<file path="src/rtl/color_pkg.sv">
// ============================================================================
// color_pkg : shared state encodings and palette constants for color_sequencer
// Rev 1.0
// ============================================================================
`default_nettype none

package color_pkg;

    localparam logic [0:0] ST_NORMAL   = 1'b0;
    localparam logic [0:0] ST_FLASH    = 1'b1;
    localparam logic [2:0] FLASH_INDEX = 3'd7;

    function automatic logic [2:0] next_index(input logic [2:0] idx);
        return idx + 3'd1;
    endfunction

endpackage

`default_nettype wire

</file>
<file path="src/rtl/frame_timer.sv">
// ============================================================================
// frame_timer : modulo-N frame_start counter with enable, clear, terminal count
// Rev 1.0
// ============================================================================
`default_nettype none

module frame_timer #(
    parameter int N = 60,
    parameter int W = (N > 1) ? $clog2(N) : 1
) (
    input  logic clk,
    input  logic reset,
    input  logic en_i,
    input  logic clr_i,
    output logic tc_o
);

    localparam logic [W-1:0] LAST = W'(N - 1);

    logic [W-1:0] count_q;
    logic [W-1:0] count_d;

    always_comb begin
        count_d = count_q;
        if (clr_i) begin
            count_d = '0;
        end else if (en_i) begin
            count_d = (count_q == LAST) ? '0 : count_q + W'(1);
        end
    end

    always_ff @(posedge clk) begin
        if (reset) begin
            count_q <= '0;
        end else begin
            count_q <= count_d;
        end
    end

    assign tc_o = (count_q == LAST);

endmodule

`default_nettype wire

</file>
<file path="src/rtl/color_sequencer.sv">
// ============================================================================
// color_sequencer : picks the palette index from bounce, corner and auto events
// Rev 1.0
// ============================================================================
`default_nettype none

module color_sequencer
    import color_pkg::*;
#(
    parameter int AUTO_FRAMES  = 60,
    parameter int FLASH_FRAMES = 8
) (
    input  logic       clk,
    input  logic       reset,
    input  logic       frame_start,
    input  logic       bounce_x,
    input  logic       bounce_y,
    input  logic       auto_en,
    input  logic       hold,
    output logic [2:0] color_index,
    output logic       changed
);

    localparam logic [7:0] FLASH_LOAD = 8'(FLASH_FRAMES);

    logic [0:0] state_q, state_d;
    logic [2:0] base_q, base_d;
    logic       pend_x_q, pend_x_d;
    logic       pend_y_q, pend_y_d;
    logic [7:0] flash_q, flash_d;
    logic [2:0] color_index_q, color_index_d;
    logic       changed_q, changed_d;

    logic eff_x, eff_y, corner, single;
    logic timer_tc, auto_tick, timer_en, timer_clr;

    // Same-cycle bounces count toward the frame_start being processed
    assign eff_x     = pend_x_q | bounce_x;
    assign eff_y     = pend_y_q | bounce_y;
    assign auto_tick = auto_en & timer_tc;
    assign corner    = eff_x & eff_y;
    assign single    = (eff_x ^ eff_y) | auto_tick;

    assign timer_en  = frame_start & (state_q == ST_NORMAL) & ~hold;
    assign timer_clr = timer_en & (eff_x | eff_y | auto_tick | ~auto_en);

    frame_timer #(
        .N (AUTO_FRAMES)
    ) u_frame_timer (
        .clk   (clk),
        .reset (reset),
        .en_i  (timer_en),
        .clr_i (timer_clr),
        .tc_o  (timer_tc)
    );

    always_ff @(posedge clk) begin
        if (reset) begin
            state_q       <= ST_NORMAL;
            base_q        <= 3'd0;
            pend_x_q      <= 1'b0;
            pend_y_q      <= 1'b0;
            flash_q       <= 8'd0;
            color_index_q <= 3'd0;
            changed_q     <= 1'b0;
        end else begin
            state_q       <= state_d;
            base_q        <= base_d;
            pend_x_q      <= pend_x_d;
            pend_y_q      <= pend_y_d;
            flash_q       <= flash_d;
            color_index_q <= color_index_d;
            changed_q     <= changed_d;
        end
    end

    always_comb begin
        state_d  = state_q;
        base_d   = base_q;
        pend_x_d = pend_x_q;
        pend_y_d = pend_y_q;
        flash_d  = flash_q;
        if (state_q == ST_NORMAL) begin
            if (frame_start && !hold) begin
                pend_x_d = 1'b0;
                pend_y_d = 1'b0;
                if (corner) begin
                    base_d  = next_index(base_q);
                    state_d = ST_FLASH;
                    flash_d = FLASH_LOAD;
                end else if (single) begin
                    base_d = next_index(base_q);
                end
            end else begin
                pend_x_d = eff_x;
                pend_y_d = eff_y;
            end
        end else begin
            // Bounces are discarded while flashing; hold has no effect here
            pend_x_d = 1'b0;
            pend_y_d = 1'b0;
            if (frame_start) begin
                if (flash_q <= 8'd1) begin
                    flash_d = 8'd0;
                    state_d = ST_NORMAL;
                end else begin
                    flash_d = flash_q - 8'd1;
                end
            end
        end
    end

    always_comb begin
        color_index_d = (state_d == ST_FLASH) ? FLASH_INDEX : base_d;
        changed_d     = (color_index_d != color_index_q);
    end

    assign color_index = color_index_q;
    assign changed     = changed_q;

endmodule

`default_nettype wire
</file>
<file path="config.mk">
export PLATFORM = sky130hd
export DESIGN_NAME = color_sequencer
export DESIGN_NICKNAME = d
export VERILOG_FILES = /design/src/rtl/color_pkg.sv /design/src/rtl/frame_timer.sv /design/src/rtl/color_sequencer.sv
export SDC_FILE = /design/constraint.sdc
export NUM_CORES = 1
export LEC_CHECK = 0
export CAP_MARGIN = 20
export CELL_PAD_IN_SITES_DETAIL_PLACEMENT = 0
export CELL_PAD_IN_SITES_GLOBAL_PLACEMENT = 1
export CORE_MARGIN = 2
export CORE_UTILIZATION = 46
export DETAILED_ROUTE_END_ITERATION = 7
export GPL_TIMING_DRIVEN = 0
export PLACE_DENSITY = 0.91
export RECOVER_POWER = 50
export SYNTH_ARGS = -nofsm -noshare
export SYNTH_HDL_FRONTEND = slang
export SYNTH_SLANG_ARGS = --single-unit
</file>
<file path="constraint.sdc">
create_clock -name clk -period 5.1 [get_ports clk]
set_input_delay 0.765 -clock clk [delete_from_list [all_inputs] [get_ports clk]]
set_output_delay 0.765 -clock clk [all_outputs]
set_load 0.05 [all_outputs]
</file>
== Word-level counts from Yosys, hierarchy flattened ==
Index checks and enable logic that the tools add are counted.
Widths: inputs -> output; s select.
Operators by class
  add/subtract/negate cells: 3
  order comparisons: 1
  equality and inequality tests: 3
  muxes and demuxes: 16
  bitwise gates (word level): 15
  reduce and logical (&&, ||, !) cells: 7
Operators with widths (count)
  $mux 8: 5
  $mux 3: 5
  $le 8x1->1 const B: 1
  $sub 8x1->8 const B: 1
  $add 6x1->6 const B: 1
  $eq 6x6->1 const B: 1
  $mux 6: 1
  $or 1x1->1: 6
  $and 1x1->1: 5
  $mux 1: 5
  $reduce_bool 2->1: 2
  $add 3x1->3 const B: 1
  $ne 3x3->1: 1
  $not 1->1: 3
  $reduce_and 3->1: 1
  $reduce_or 3->1: 1
  $ne 2x2->1 const B: 1
  $reduce_or 2->1: 1
  $logic_and 1x1->1: 1
  $logic_not 1->1: 1
  $xor 1x1->1: 1
Word-level totals
  register bits: 24
  input bits: 7
  output and inout bits: 4
  logic and storage cells: 53

== Depth between registers and ports, before layout ==
  depth after elaboration: 9
  depth in mapped cells: 9
  depth with buffers taken out: 9

== Cells and area by module ==
A second synthesis with hierarchy kept.
Unflattened totals
  cells, all modules: 157
  area total of the unflattened synthesis: 1361.3 um2
Modules (own cells, without submodules)
  color_sequencer: instances 1, cells each 123, area an instance 1058.5 um2, sequential area each 360.3 um2
  frame_timer: instances 1, cells each 34, area an instance 302.8 um2, sequential area each 120.1 um2

== Worst setup path after synthesis ==
No wires, ideal clock.
  kind: input to register
  from: input port bounce_x
  to: register changed_q, in the netlist changed
  setup time: 0.117 ns
  arrival time: 2.211 ns
  required time: 4.983 ns
  slack: 2.772 ns
  stages on the path: 9
  path buffers: 0
  cell sequence: nor2_1 > inv_1 > ha_1 > nor2_1 > o31ai_4 > and2_4 > mux2i_1 > nand4b_1 > a32o_1
On the way
  longest elaborated chain between the ends: 9
  elaborated cells between the ends (all ways): 13
  those cells by class: eq/ne: 1; mux: 8; bitwise: 4
RTL lines
  from (decl): line color_sequencer.sv:16  | input logic bounce_x,
  $or 1x1->1 (*): line color_sequencer.sv:38  | assign eff_x = pend_x_q | bounce_x;
  net eff_x: line color_sequencer.sv:34  | logic eff_x, eff_y, corner, single;
  $xor 1x1->1: line color_sequencer.sv:42  | assign single = (eff_x ^ eff_y) | auto_tick;
  $or 1x1->1: line color_sequencer.sv:42
  $mux 3: line color_sequencer.sv:91  | end else if (single) begin
  $mux 3: line color_sequencer.sv:87  | if (corner) begin
  $mux 3: line color_sequencer.sv:84  | if (frame_start && !hold) begin
  $mux 3: line color_sequencer.sv:83  | if (state_q == ST_NORMAL) begin
  $mux 3 (*): line color_sequencer.sv:114  | color_index_d = (state_d == ST_FLASH) ? FLASH_INDEX : base_d;
  $ne 3x3->1 (*): line color_sequencer.sv:115  | changed_d = (color_index_d != color_index_q);
  to (signal assigned): line color_sequencer.sv:73  | changed_q <= changed_d;
  to (decl): line color_sequencer.sv:32  | logic changed_q, changed_d;
Mark *: on every way through the listed nets, which the timed path passes. The rest lies on a longest branch.
A chain may end at the register's enable or synchronous reset.

== Final worst setup path ==
  from: input port frame_start
  to: register flash_q[7]
On the way
  longest elaborated chain between the ends: 3
  elaborated cells between the ends (all ways): 4
  those cells by class: eq/ne: 1; reduce/logical: 3
RTL lines
  from (decl): line color_sequencer.sv:15  | input logic frame_start,
  $logic_and 1x1->1: line color_sequencer.sv:84
  $reduce_bool 2->1 (no source line)
  $reduce_and 3->1 (no source line) (*)
  to (signal assigned): line color_sequencer.sv:71  | flash_q <= flash_d;
  to (decl): line color_sequencer.sv:30  | logic [7:0] flash_q, flash_d;
Every way passes the cells marked *; elsewhere a longest branch is shown, timed or not.

==> results.ini <==
[status]
run_status = completed

[finish]
nNetsFinal = 164
final_layout_size_suffix_gt1_frac = 0.0738
final_util = 0.547
antennaDiodeCount = 0
area.growth.synth_to_final_pct = 11.4
finalInstanceArea_mm2 = 0.00138
most-common-layout-cells = sky130_fd_sc_hd__nor2_1, sky130_fd_sc_hd__dfxtp_1, sky130_fd_sc_hd__nand2_1

[setup_path]
cp_slowest_cell = sky130_fd_sc_hd__dlygate4sd3_1
cp-end-kind = register
timing.rr.start = flash_q[2]$_SDFFE_PP0P_
setup.worst_path.start = frame_start
crit_required_ps = 5300
cp_slowest_stage_delay_ps = 580
cp_cell_sequence = dlygate4sd3_1, nor3b_1, a22o_1, clkbuf_1, nand3_1, nor3_1, xnor2_1, nor2_1
setup.worst_path.start_class = input port
critPathKind = in -> reg
worst_ep_arrival_time_ps = 3020
timing.critical_path.fanout_max = 8

[global_routing]
grt_remaining_overflow = 0
groute.usage.overall = 0.158
vias_in_the_first_global_route = 912
antenna_found_initial = 0
grt_pass1_wl_mm = 4.04
grt_start_max_net_pins = 13

[clock_tree]
clock_tree_from_tritoncts = built
hold_buffers = 0
ctsResizeCount = 0
clk_root_buffer_cell = sky130_fd_sc_hd__clkbuf_4
number_of_buffers_between_clock_root_and_the_deepest_sink = 2
clock_insertion_delay_worst_skew_ps = 300
cts_max_level = 1
cts-buffers-inserted = 3
post-cts-setup-buffers = 0
number_of_clock_sinks = 24
clk_pin_slew_ps = 130

[drt]
dr.first_iter.drc_count = 20
detailed_route_wire_length_per_cell_um = 12.6
viasPerCell = 5.32
drt_pass1_iterations = 4
vias = 953
drc = 0
ant_nets = 0
drt-total-wl_mm = 2.26

[floorplan]
start_util = 0.491
fp-row-count = 18
design.core.area_mm2 = 0.00252
die_ar_mm2 = 0.00312
die_width_um = 55.9
dieHeight_um = 55.9
boundaryPins = 11

[synth]
postSynthCellCount = 136
mappedNetlistArea_mm2 = 0.00124
synthesis.yosys.warnings = 0
syn-num-nets = 149
synthesis.area_per_instance_um2 = 9.10
distinct_cell_type_count_after_synthesis = 37
synth_seq_cells = 24
ys_seq_area_frac = 0.388

[place]
detailed_place.area_mm2 = 0.00138
portBuffers = 10
finalWeightedCongestion = 0.828
dp.final_hpwl_mm = 1.70

[hold_path]
min-delay-path-class = reg -> reg
hold_path.startpoint = flash_q[1]$_SDFFE_PP0P_

[sta]
timing.clock.skew_ps = 9.96
timing.fmax_mhz = 355
hold_viol_final = 0
setup_total_negative_slack_ps = 0
slew-limit-headroom = 0.401
setup-violations-final = 0
timing.final.crit_period_ps = 2810
slew_viol_final = 0
grt_setup_unrepaired = no
tightestPinTransition_ps = 888
final.period_utilization = 0.552

[run]
drv_cap = 0

[pwr]
power-per-cell-area_mw_per_mm2 = 285
report.power.total_w = 0.000393
irDropWorstVdd_mv = 0.191
cellLeakagePower_nw = 0.542

## metal layers
layer	up-vias	share of wire	global-route usage
li1	494	-	-
met1	443	0.52	0.222
met2	12	0.43	0.238
met3	4	0.035	0.0349
met4	0	0.012	0.0578
met5	-	0	0
## through the flow
step	hold WS, ps	setup WS (ps)	instances
floorplan	484	2770	136
global placement	494	2160	176
detailed placement	507	2100	176
CTS	525	2420	179
global route	552	2040	179
finish	527	2290	179
## power breakdown
group	total (W)	internal (W)	switching [W]
logic	0.000100	0.0000436	0.0000564
clock network	0.0000805	0.0000275	0.0000530
registers	0.000212	0.000200	0.0000124
total	0.000393	0.000271	0.000122
## critical path: cells and delay by family
family	cells	cell delay (ps)
AOI/OAI and AO/OA	1	220
xor gates and xnor gates	1	150
buffers and inverters	2	880
and+or+nand+nor	4	990
## kinds of logic after synthesis
logic type / count (synthesis) / synth area share
AOI/OAI and AO/OA: 18 / 0.118
xor gates and xnor gates: 15 / 0.121
adders and majority gates: 6 / 0.0607
buffers and inverters: 10 / 0.0324
DFF: 24 / 0.388
muxes: 2 / 0.0162
and+or+nand+nor: 61 / 0.263
## Yosys cell counts, drive strengths merged
cell type,instances,area (µm²)
nor3b,1,12.5
o31ai,1,21.3
a22o,1,8.76
o21ai,4,31.3
nand2b,1,6.26
a211oi,1,7.51
nor2b,2,12.5
and2,2,15.0
nor2,24,90.1
a31o,1,8.76
nor4,3,33.8
o211ai,2,20.0
xnor2,7,80.1
nand4,5,37.5
nand2,11,41.3
a32o,1,10.0
and3b,1,8.76
buf,2,10.0
dfxtp,24,480
mux2i,2,20.0
a21oi,5,25.0
inv,7,26.3
or2,1,6.26
a21o,1,7.51
ha,6,75.1
nand3,3,15.0
nand4b,3,26.3
xor2,8,70.1
clkbuf,1,3.75
a31oi,1,6.26
nor3,4,20.0
## sequential cells by signal, summed over array words and instances, names as in the netlist
signal / count
pend_x_q: 1
flash_q: 8
u_frame_timer.count_q: 6
changed: 1
state_q: 1
color_index: 3
pend_y_q: 1
base_q: 3
## cell type report
class	instances	area [µm²]
fillers	249	1140
multi-input cells	102	701
flip-flops and latches	24	480
repair buffers	10	100
well taps	30	37.5
inverters	7	26.3
clock buffers	3	22.5
plain buffers	3	11.3
## final timing paths
check / end / slack [ps] / depth (start not counted)
setup / recovery: flash_q[7]$_SDFFE_PP0P_ / 2290 / 8
hold / removal: flash_q[1]$_SDFFE_PP0P_ / 530 / 2
setup reg to reg: changed$_SDFF_PP0_ / 2780 / 6
hold reg to reg: flash_q[1]$_SDFFE_PP0P_ / 530 / 2
No activity file was read; power rests on OpenSTA's default activity.
